$ cat src/rtl/card_dealer_pkg.sv
// Shared constants, FSM state encoding and card scoring for the card dealer.
package card_dealer_pkg;

  localparam int DEFAULT_DECK_SIZE   = 52;
  localparam int DEFAULT_LOAD_STRIDE = 2;
  localparam int RANKS_PER_SUIT      = 13;
  localparam int CARD_W              = 6;
  localparam int NUM_CARDS           = 52;
  localparam logic [CARD_W-1:0] MAX_CARD = CARD_W'(NUM_CARDS - 1);

  typedef enum logic [2:0] {
    ST_IDLE  = 3'd0,
    ST_LOAD  = 3'd1,
    ST_READY = 3'd2,
    ST_EMPTY = 3'd3,
    ST_ERROR = 3'd4
  } state_t;

  // Blackjack-style value: Ace counts 11, face cards count 10.
  function automatic logic [3:0] rank_points(input logic [3:0] rank);
    if (rank == 4'd0) begin
      return 4'd11;
    end else if (rank >= 4'd10) begin
      return 4'd10;
    end else begin
      return rank + 4'd1;
    end
  endfunction

endpackage

$ cat src/rtl/card_dealer_card_decode.sv
// Combinational split of a card index into rank, suit and points.
module card_decode
  import card_dealer_pkg::*;
(
  input  logic [CARD_W-1:0] card_i,
  output logic [3:0]        rank_o,
  output logic [1:0]        suit_o,
  output logic [3:0]        points_o
);

  // Index -> rank/suit by division by the suit length; points follow the rank.
  always_comb begin
    rank_o   = 4'(card_i % CARD_W'(RANKS_PER_SUIT));
    suit_o   = 2'(card_i / CARD_W'(RANKS_PER_SUIT));
    points_o = rank_points(rank_o);
  end

endmodule

$ cat src/rtl/card_dealer.sv
// Card dealer: captures a shuffled deck from the shuffler, validates it,
// then pops cards in arrival order on request.
//
// state    | meaning
// ---------+----------------------------------------------------------
// ST_IDLE  | waiting for load_flag to start a load
// ST_LOAD  | capturing card_in every LOAD_STRIDE cycles, checking dups
// ST_READY | deck complete, deal_req pops one card per cycle
// ST_EMPTY | all cards dealt, requests ignored
// ST_ERROR | bad or duplicate card, or load aborted; restart to leave
module card_dealer
  import card_dealer_pkg::*;
#(
  parameter int DECK_SIZE   = DEFAULT_DECK_SIZE,
  parameter int LOAD_STRIDE = DEFAULT_LOAD_STRIDE
) (
  input  logic              clk,
  input  logic              rst,
  input  logic              load_flag,
  input  logic [CARD_W-1:0] card_in,
  input  logic              restart,
  input  logic              deal_req,
  output logic              deal_valid,
  output logic [CARD_W-1:0] deal_card,
  output logic [3:0]        deal_rank,
  output logic [1:0]        deal_suit,
  output logic [3:0]        deal_points,
  output logic [5:0]        cards_left,
  output logic              ready,
  output logic              deck_empty,
  output logic              load_error
);

  localparam int IDX_W = $clog2(DECK_SIZE + 1);
  localparam int STR_W = (LOAD_STRIDE > 1) ? $clog2(LOAD_STRIDE) : 1;
  localparam logic [IDX_W-1:0] LAST_IDX      = IDX_W'(DECK_SIZE - 1);
  localparam logic [5:0]       FULL_COUNT    = 6'(DECK_SIZE);
  localparam logic [STR_W-1:0] STRIDE_RELOAD = STR_W'(LOAD_STRIDE - 1);

  state_t                state_q, state_d;
  logic [STR_W-1:0]      stride_q, stride_d;
  logic [IDX_W-1:0]      wr_idx_q, wr_idx_d;
  logic [IDX_W-1:0]      rd_idx_q, rd_idx_d;
  logic [5:0]            cards_left_q, cards_left_d;
  logic [NUM_CARDS-1:0]  seen_q, seen_d;
  logic                  deal_valid_q, deal_valid_d;
  logic [CARD_W-1:0]     deal_card_q, deal_card_d;
  logic [3:0]            deal_rank_q, deal_rank_d;
  logic [1:0]            deal_suit_q, deal_suit_d;
  logic [3:0]            deal_points_q, deal_points_d;
  logic                  deck_we;

  logic [CARD_W-1:0]     deck_q [DECK_SIZE];
  logic [CARD_W-1:0]     rd_card;
  logic [3:0]            rd_rank;
  logic [1:0]            rd_suit;
  logic [3:0]            rd_points;
  logic                  card_ok;

  assign rd_card = deck_q[rd_idx_q];
  assign card_ok = (card_in <= MAX_CARD) && !seen_q[card_in];

  card_decode u_decode (
    .card_i   (rd_card),
    .rank_o   (rd_rank),
    .suit_o   (rd_suit),
    .points_o (rd_points)
  );

  // Next-state and datapath updates; restart overrides everything else.
  always_comb begin
    state_d       = state_q;
    stride_d      = stride_q;
    wr_idx_d      = wr_idx_q;
    rd_idx_d      = rd_idx_q;
    cards_left_d  = cards_left_q;
    seen_d        = seen_q;
    deal_valid_d  = 1'b0;
    deal_card_d   = deal_card_q;
    deal_rank_d   = deal_rank_q;
    deal_suit_d   = deal_suit_q;
    deal_points_d = deal_points_q;
    deck_we       = 1'b0;

    if (restart) begin
      state_d      = ST_IDLE;
      stride_d     = '0;
      wr_idx_d     = '0;
      rd_idx_d     = '0;
      cards_left_d = '0;
      seen_d       = '0;
    end else begin
      unique case (state_q)
        ST_IDLE: begin
          if (load_flag) begin
            state_d  = ST_LOAD;
            stride_d = '0;
            wr_idx_d = '0;
            rd_idx_d = '0;
            seen_d   = '0;
          end
        end
        ST_LOAD: begin
          if (!load_flag) begin
            state_d = ST_ERROR;
          end else if (stride_q == '0) begin
            if (!card_ok) begin
              state_d = ST_ERROR;
            end else begin
              deck_we          = 1'b1;
              seen_d[card_in]  = 1'b1;
              wr_idx_d         = wr_idx_q + IDX_W'(1);
              stride_d         = STRIDE_RELOAD;
              if (wr_idx_q == LAST_IDX) begin
                state_d      = ST_READY;
                cards_left_d = FULL_COUNT;
              end
            end
          end else begin
            stride_d = stride_q - STR_W'(1);
          end
        end
        ST_READY: begin
          if (deal_req) begin
            deal_valid_d  = 1'b1;
            deal_card_d   = rd_card;
            deal_rank_d   = rd_rank;
            deal_suit_d   = rd_suit;
            deal_points_d = rd_points;
            rd_idx_d      = rd_idx_q + IDX_W'(1);
            cards_left_d  = cards_left_q - 6'd1;
            if (cards_left_q == 6'd1) begin
              state_d = ST_EMPTY;
            end
          end
        end
        default: begin
        end
      endcase
    end
  end

  // Control and output registers with synchronous active-low reset.
  always_ff @(posedge clk) begin
    if (!rst) begin
      state_q       <= ST_IDLE;
      stride_q      <= '0;
      wr_idx_q      <= '0;
      rd_idx_q      <= '0;
      cards_left_q  <= '0;
      seen_q        <= '0;
      deal_valid_q  <= 1'b0;
      deal_card_q   <= '0;
      deal_rank_q   <= '0;
      deal_suit_q   <= '0;
      deal_points_q <= '0;
    end else begin
      state_q       <= state_d;
      stride_q      <= stride_d;
      wr_idx_q      <= wr_idx_d;
      rd_idx_q      <= rd_idx_d;
      cards_left_q  <= cards_left_d;
      seen_q        <= seen_d;
      deal_valid_q  <= deal_valid_d;
      deal_card_q   <= deal_card_d;
      deal_rank_q   <= deal_rank_d;
      deal_suit_q   <= deal_suit_d;
      deal_points_q <= deal_points_d;
    end
  end

  // Deck storage is never read before being rewritten, so it carries no reset.
  always_ff @(posedge clk) begin
    if (deck_we) begin
      deck_q[wr_idx_q] <= card_in;
    end
  end

  assign deal_valid  = deal_valid_q;
  assign deal_card   = deal_card_q;
  assign deal_rank   = deal_rank_q;
  assign deal_suit   = deal_suit_q;
  assign deal_points = deal_points_q;
  assign cards_left  = cards_left_q;
  assign ready       = (state_q == ST_READY);
  assign deck_empty  = (state_q == ST_EMPTY);
  assign load_error  = (state_q == ST_ERROR);

endmodule

$ cat config.mk
export PLATFORM = sky130hd
export DESIGN_NAME = card_dealer
export DESIGN_NICKNAME = d
export VERILOG_FILES = /design/src/rtl/card_dealer_pkg.sv /design/src/rtl/card_dealer_card_decode.sv /design/src/rtl/card_dealer.sv
export SDC_FILE = /design/constraint.sdc
export NUM_CORES = 1
export LEC_CHECK = 0
export BUFFER_PORTS_ARGS = -buffer_cell sky130_fd_sc_hd__buf_2
export CAP_MARGIN = 10
export CORE_MARGIN = 2
export CORE_UTILIZATION = 45
export CTS_BUF_LIST = sky130_fd_sc_hd__clkbuf_8
export CTS_CLUSTER_DIAMETER = 30
export DETAILED_ROUTE_END_ITERATION = 10
export PLACE_DENSITY = 0.64
export SETUP_SLACK_MARGIN = 0.2
export SYNTH_ARGS = -nofsm -noshare
export SYNTH_HDL_FRONTEND = slang
export SYNTH_SLANG_ARGS = --single-unit
$ cat constraint.sdc
create_clock -name clk -period 15.4 [get_ports clk]
set_input_delay 2.31 -clock clk [delete_from_list [all_inputs] [get_ports clk]]
set_output_delay 2.31 -clock clk [all_outputs]
set_load 0.01 [all_outputs]
* Word level (Yosys, flattened, before mapping)
Memories as Yosys holds them, arrays and structs flattened. A register that Yosys moved wholly into a read port is not among the register bits.
Index checks and enable logic that the tools add are counted.
** Operators by class
- Muxes and demuxes :: 46
- Div/mod/pow operators :: 2
- Bitwise operators :: 4
- Reduce and logical (&&, ||, !) cells :: 17
- Magnitude comparators :: 4
- Equal/unequal tests :: 15
- Add/subtract/negate cells :: 5
** Operators with widths (number)
- $mux 52 :: 4
- $pmux 52 s2 :: 1
- $mux 6 :: 12
- $or 52x52->52 :: 1
- $pmux 6 s2 :: 3
- $mux 3 :: 7
- $mux 1 :: 13
- $add 6x1->6 const B :: 2
- $ne 2x2->1 const B :: 6
- $reduce_and 6->1 :: 2
- $pmux 3 s3 :: 1
- $reduce_and 3->1 :: 3
- $mux 4 :: 2
- $lt 6x7->1 const B :: 1
- $bmux 1 s6 :: 1
- $demux 1 s6 :: 1
- $div 6x4->6 const B :: 1
- $eq 3x2->1 const B :: 2
- $eq 6x1->1 const B :: 1
- $eq 6x6->1 const B :: 1
- $ge 6x1->1 const B :: 1
- $le 6x6->1 const B :: 1
- $mod 6x4->6 const B :: 1
- $reduce_bool 2->1 :: 3
- other kinds (19) :: 22
** Word-level totals
- Input bits :: 11
- Output and inout port bits :: 26
- Register bits :: 91
- Bits in writable memories :: 312
- Memories kept :: 1
- Word-level logic and storage cells :: 105
** Memories
- deck_q :: words 52, bits a word 6, rd ports 1, clocked after memory_dff 1, wr ports 1, line card_dealer.sv:53 : logic [CARD_W-1:0] deck_q [DECK_SIZE];

* Depth between registers and ports, before layout
- Word-level depth :: 11
- Gate-level depth with buffers :: 28

* By module
A second synthesis with hierarchy kept.
** Second synthesis, totals
- Cell total of the unflattened synthesis :: 1167
- Area, all modules :: 17588.1 um^2
** Modules (own cells, without submodules)
- card_dealer :: cells an instance 1070, instances 1, area an instance 16889.9 um^2
- card_decode :: cells an instance 97, instances 1, area an instance 698.2 um^2

* Worst setup path after synthesis
OpenSTA, ideal clock, no wires.
- Path type :: input to register
- From :: input port card_in[1]
- To :: memory deck_q[15][0] (enable)
- Library setup time :: 350 ps
- Buffers on the path :: 3
- Arrival :: 5342 ps
- Slack :: 9708 ps
- Required time :: 15050 ps
- Stages :: 11
- Cells stage by stage :: buf_1 clkbuf_1 clkbuf_1 mux2i_1 o2111ai_1 a32oi_1 o211ai_1 or2_2 nor4b_1 nand3_1 nor2_1
** On the way
- Longest elaborated chain between the ends :: 11
- Elaborated cells on any way between the ends :: 12
- Those cells by class :: order compare (1); mux (9); reduce/logical (2)
** Ends and longest elaborated chain
- start: declaration :: line card_dealer.sv:20 : input logic [CARD_W-1:0] card_in,
- $bmux 1 s6 :: line card_dealer.sv:61 : assign card_ok = (card_in <= MAX_CARD) && !seen_q[card_in];
- $mux 1 (implied by the code) :: line card_dealer.sv:61
- $logic_not 1->1 :: line card_dealer.sv:61
- $logic_and 1x1->1 * :: line card_dealer.sv:61
- $mux 1 * :: line card_dealer.sv:107 : if (!card_ok) begin
- $mux 1 * :: line card_dealer.sv:106 : end else if (stride_q == '0) begin
- $mux 1 * :: line card_dealer.sv:104 : if (!load_flag) begin
- $mux 1 * :: line card_dealer.sv:93 : unique case (state_q)
- $mux 1 * :: line card_dealer.sv:85 : if (restart) begin
- $mux 1 * :: line card_dealer.sv:174 : if (deck_we) begin
- $mux 1 (implied by the code) * :: line card_dealer.sv:175 : deck_q[wr_idx_q] <= card_in;
- end: declaration :: line card_dealer.sv:53
Mark *: on every way between the ends. The rest lies on a longest branch, timed or not. The select of a mux whose other input is x is not followed.

==> results.cfg <==
[power_and_ir_drop]
powerDensity_nw_per_um2 = 125
vdd.ir_drop.worst_v = 0.0000806
sequentialPowerShare_pct = 48.7
cellLeakagePower_uw = 0.00621
power.combinational.fraction_pct = 2.5
power_frac_clock_pct = 48.8
switching_share_pct = 21.0
internal_power_uw = 1930
switching_power_uw = 513
report.power.total_uw = 2440

[timing]
number_of_hold_violations_in_the_final_report = 0
rsz0062_at_grt = false
finalWorstPathRequiredPeriod_ps = 6570
fin_tns_setup_ps = 0
slew_violations = 0
timing.final.setup_violations = 0
timing.max_slew.rel_slack_pct = 28.6
final_min_period_over_clock_period_pct = 42.7
actual_slew_at_the_worst_max_slew_pin_ps = 1060
clock_skew_ps = 28.6
peak_clock_frequency_supported_by_timing_mhz = 152

[synthesis]
netlist_top_cells_count = 312 x sky130_fd_sc_hd__edfxtp_1, 166 x sky130_fd_sc_hd__nor2_1, 97 x sky130_fd_sc_hd__dfxtp_1
count_of_flip_flops_with_a_built_in_enable_after_synthesis = 312
synth.top_cell.area_share_pct = 54.7
synthesis.area_per_instance_um2 = 14.4
ys.flop_type = sky130_fd_sc_hd__edfxtp_1
ys_ff_latch = 409
seq_area_frac_synth_pct = 66.0
synthDistinctLibCells = 85
synth_most_common_cell = sky130_fd_sc_hd__edfxtp_1
async_reset_ff_share_pct = 0
synthDominantAreaCellType = sky130_fd_sc_hd__edfxtp_1
biggest_area_contributors_in_the_synthesized_netlist = sky130_fd_sc_hd__edfxtp_1 55%, sky130_fd_sc_hd__dfxtp_1 11%, sky130_fd_sc_hd__mux4_2 8.0%
postSynthNetCount = 1211
synth_area_um2 = 17100
synthesis.instances = 1189
ys.warnings.count = 0

[floorplanning]
die_w_um = 199
start_util_pct = 45.6
chip_height_um = 199
placementRows = 71
ioPinCount = 37
dieArea_um2 = 39600
coreArea_um2 = 37600

[critical_path]
reg2reg_to = deal_points[0]$_SDFFE_PN0P_
worstSetupStartpointType = flip-flop
timing.critical_path.to_type = flip-flop
reg2reg_setup_slack_ps = 8830
worstRegToRegCells = 24
timing.critical_path.arrival_ps = 7070
timing_worst_setup_path_type = reg2reg
cp_data_required_time_ps = 15900
critical_path.max_fanout = 43

[job]
timing.max_cap.violations = 0

[grt]
grt.met1_usage_pct = 28.9
grt_antenna_before_repair = 0
grt_pass1_vias = 10521
grt_use_met2_pct = 35.1
global_route.usage.met3_pct = 5.99
track_usage_pct = 21.9
largest_net_degree_at_the_start_of_global_routing = 62
gr-max-usage-layer = met2
gr-total-overflow = 0
grt_first_pass_wirelength_um = 63800

[drt]
wl_per_cell_um = 23.1
via_count = 10524
drt_drc_violations_left = 0
via_per_inst = 5.78
drt_pre_antenna_iters = 5
drt_wl_total_um = 42100
postRouteAntennaNets = 0
violation_count_after_the_first_detailed_routing_iteration = 924

[placement]
portBuffers = 36
place.gp.congestion = 0.841
place_hpwl_um = 26200
dp.cells = 1684

[cts]
cts.repair.resized = 0
ctsRootBufferMaster = sky130_fd_sc_hd__clkbuf_8
clock_tree_from_tritoncts = built
clock_sinks = 409
post-cts-setup-buffers = 0
holdBufCountCts = 0
cts-root-to-sink-buffers = 3
cts_buffers = 77
cts.htree.levels = 3
clock_latency_ps = 620
path_clk_slew_ps = 60

[finish]
drive_gt1_share_pct = 21.0
stdcell_count = 1821
final_nets = 1274
antennaDiodeCount = 0
areaGrowthSynthToFinish_pct = 13.5
layout.core_utilization_pct = 51.7

[hold_path]
holdCritStartpoint = seen_q[51]$_SDFFE_PP0P_
holdPathStages = 1
worstHoldEndpoint = seen_q[51]$_SDFFE_PP0P_
worstHoldPathType = reg2reg

[status]
outcome = finished, final reports clean
==> flip-flops by register name, indices dropped and copies added (netlist names), 2 cells and up, named ones only <==
register	count
deck_q	312
seen_q	52
cards_left	6
deal_card	6
rd_idx_q	6
wr_idx_q	6
deal_points	4
deal_rank	4
state_q	3
deal_suit	2
==> stage by stage <==
stage | setup WS [ps] | instance area, um^2 | hold slack (ps)
floorplan | 9710 | 17100 | 431
global placement | 8630 | 17700 | 443
detailed placement | 8480 | 17700 | 453
CTS | 8840 | 19400 | 464
global route | 8410 | 19400 | 472
finish | 8830 | 19400 | 462
==> cell families after synthesis <==
family / count (synthesis) / share of synthesized area, %
XOR/XNOR: 13 / 0.665
AND/OR/NAND/NOR: 341 / 9.25
buffers and inverters: 81 / 2.56
flip-flops: 409 / 66.0
multiplexers: 129 / 12.4
AO/OA/AOI/OAI: 205 / 8.30
adder cells (fa/ha/maj): 11 / 0.803
==> worst max-delay path, stage by stage, from the launching register on <==
cell and delay (ps):
sky130_fd_sc_hd__dfxtp_4 720, sky130_fd_sc_hd__buf_4 660, sky130_fd_sc_hd__mux4_2 610, sky130_fd_sc_hd__mux2i_1 280
sky130_fd_sc_hd__nand2_1 100, sky130_fd_sc_hd__nand4_1 180, sky130_fd_sc_hd__nand2_1 160, sky130_fd_sc_hd__inv_2 190
sky130_fd_sc_hd__ha_1 200, sky130_fd_sc_hd__nand3_2 140, sky130_fd_sc_hd__o21a_1 260, sky130_fd_sc_hd__o211ai_4 260
sky130_fd_sc_hd__inv_1 120, sky130_fd_sc_hd__ha_1 290, sky130_fd_sc_hd__o21a_1 250, sky130_fd_sc_hd__o22a_1 260
sky130_fd_sc_hd__ha_1 220, sky130_fd_sc_hd__nor2b_1 170, sky130_fd_sc_hd__o31ai_4 340, sky130_fd_sc_hd__mux2i_2 380
sky130_fd_sc_hd__ha_1 200, sky130_fd_sc_hd__inv_1 30, sky130_fd_sc_hd__o221ai_1 100, sky130_fd_sc_hd__o21bai_4 90
sky130_fd_sc_hd__a31o_1 210
==> metal layers <==
layer / vias up / share of wire (%)
met5: - / 0
met4: 0 / 2.5
met3: 74 / 7.8
met2: 405 / 48
met1: 5328 / 41
li1: 4717 / -
==> cells in the final DEF (no fill, tap or decap), types with 6 or more instances in the layout <==
| master | count |
|---|---|
| sky130_fd_sc_hd__clkbuf_8 | 87 |
| sky130_fd_sc_hd__o21a_1 | 7 |
| sky130_fd_sc_hd__nor2_1 | 166 |
| sky130_fd_sc_hd__o21ai_0 | 22 |
| sky130_fd_sc_hd__a21oi_1 | 79 |
| sky130_fd_sc_hd__nand2b_1 | 9 |
| sky130_fd_sc_hd__mux4_2 | 61 |
| sky130_fd_sc_hd__clkinvlp_4 | 7 |
| sky130_fd_sc_hd__a22o_1 | 6 |
| sky130_fd_sc_hd__inv_1 | 28 |
| sky130_fd_sc_hd__and2_1 | 9 |
| sky130_fd_sc_hd__nand3_1 | 19 |
| sky130_fd_sc_hd__xor2_1 | 8 |
| sky130_fd_sc_hd__buf_2 | 36 |
| sky130_fd_sc_hd__clkinv_2 | 7 |
| sky130_fd_sc_hd__ha_1 | 11 |
| sky130_fd_sc_hd__dfxtp_1 | 94 |
| sky130_fd_sc_hd__mux2_2 | 16 |
| sky130_fd_sc_hd__buf_4 | 12 |
| sky130_fd_sc_hd__edfxtp_1 | 312 |
| sky130_fd_sc_hd__nor2b_1 | 20 |
| sky130_fd_sc_hd__mux2i_1 | 47 |
| sky130_fd_sc_hd__nor4_1 | 7 |
| sky130_fd_sc_hd__a31oi_1 | 8 |
| sky130_fd_sc_hd__a211oi_1 | 10 |
| sky130_fd_sc_hd__bufinv_16 | 12 |
| sky130_fd_sc_hd__nor3_1 | 12 |
| sky130_fd_sc_hd__nand2_1 | 59 |
| sky130_fd_sc_hd__a221oi_1 | 8 |
| sky130_fd_sc_hd__clkinv_1 | 6 |
| sky130_fd_sc_hd__nand3b_1 | 7 |
==> power groups by stage <==
stage	Sequential [uW]	Clock [uW]	Combinational [uW]
3_3_place_gp	1210	0	61.4
5_1_grt	1190	1260	66.8
4_1_cts	1190	1210	61.7
3_5_place_dp	1210	0	61.6
2_1_floorplan	1210	0	32.2
6_report	1190	1190	61.2
==> how the worst max path moves through the flow <==
| stage | cells after the start | startpoint | endpoint | slack [ps] |
|---|---|---|---|---|
| 2_1_floorplan | 11 | card_in[1] | deck_q[15][0]$_DFFE_PP_ | 9710 |
| 3_3_place_gp | 11 | card_in[1] | deck_q[2][1]$_DFFE_PP_ | 8630 |
| 3_5_place_dp | 11 | card_in[1] | deck_q[10][1]$_DFFE_PP_ | 8480 |
| 4_1_cts | 24 | flip-flop | deal_points[0]$_SDFFE_PN0P_ | 8840 |
| 5_1_grt | 24 | flip-flop | deal_points[0]$_SDFFE_PN0P_ | 8410 |
| 6_report | 24 | flip-flop | deal_points[0]$_SDFFE_PN0P_ | 8830 |
==> cell type report <==
class,count,area [um^2]
Multi-Input combinational cell,699,5380
Inverter,17,63.8
Tap cell,511,639
Fill cell,3083,18100
Clock inverter,50,561
Clock buffer,87,1200
Timing Repair Buffer,48,270
Sequential cell,409,11300
Note: power is estimated with default switching activity, not from simulation.
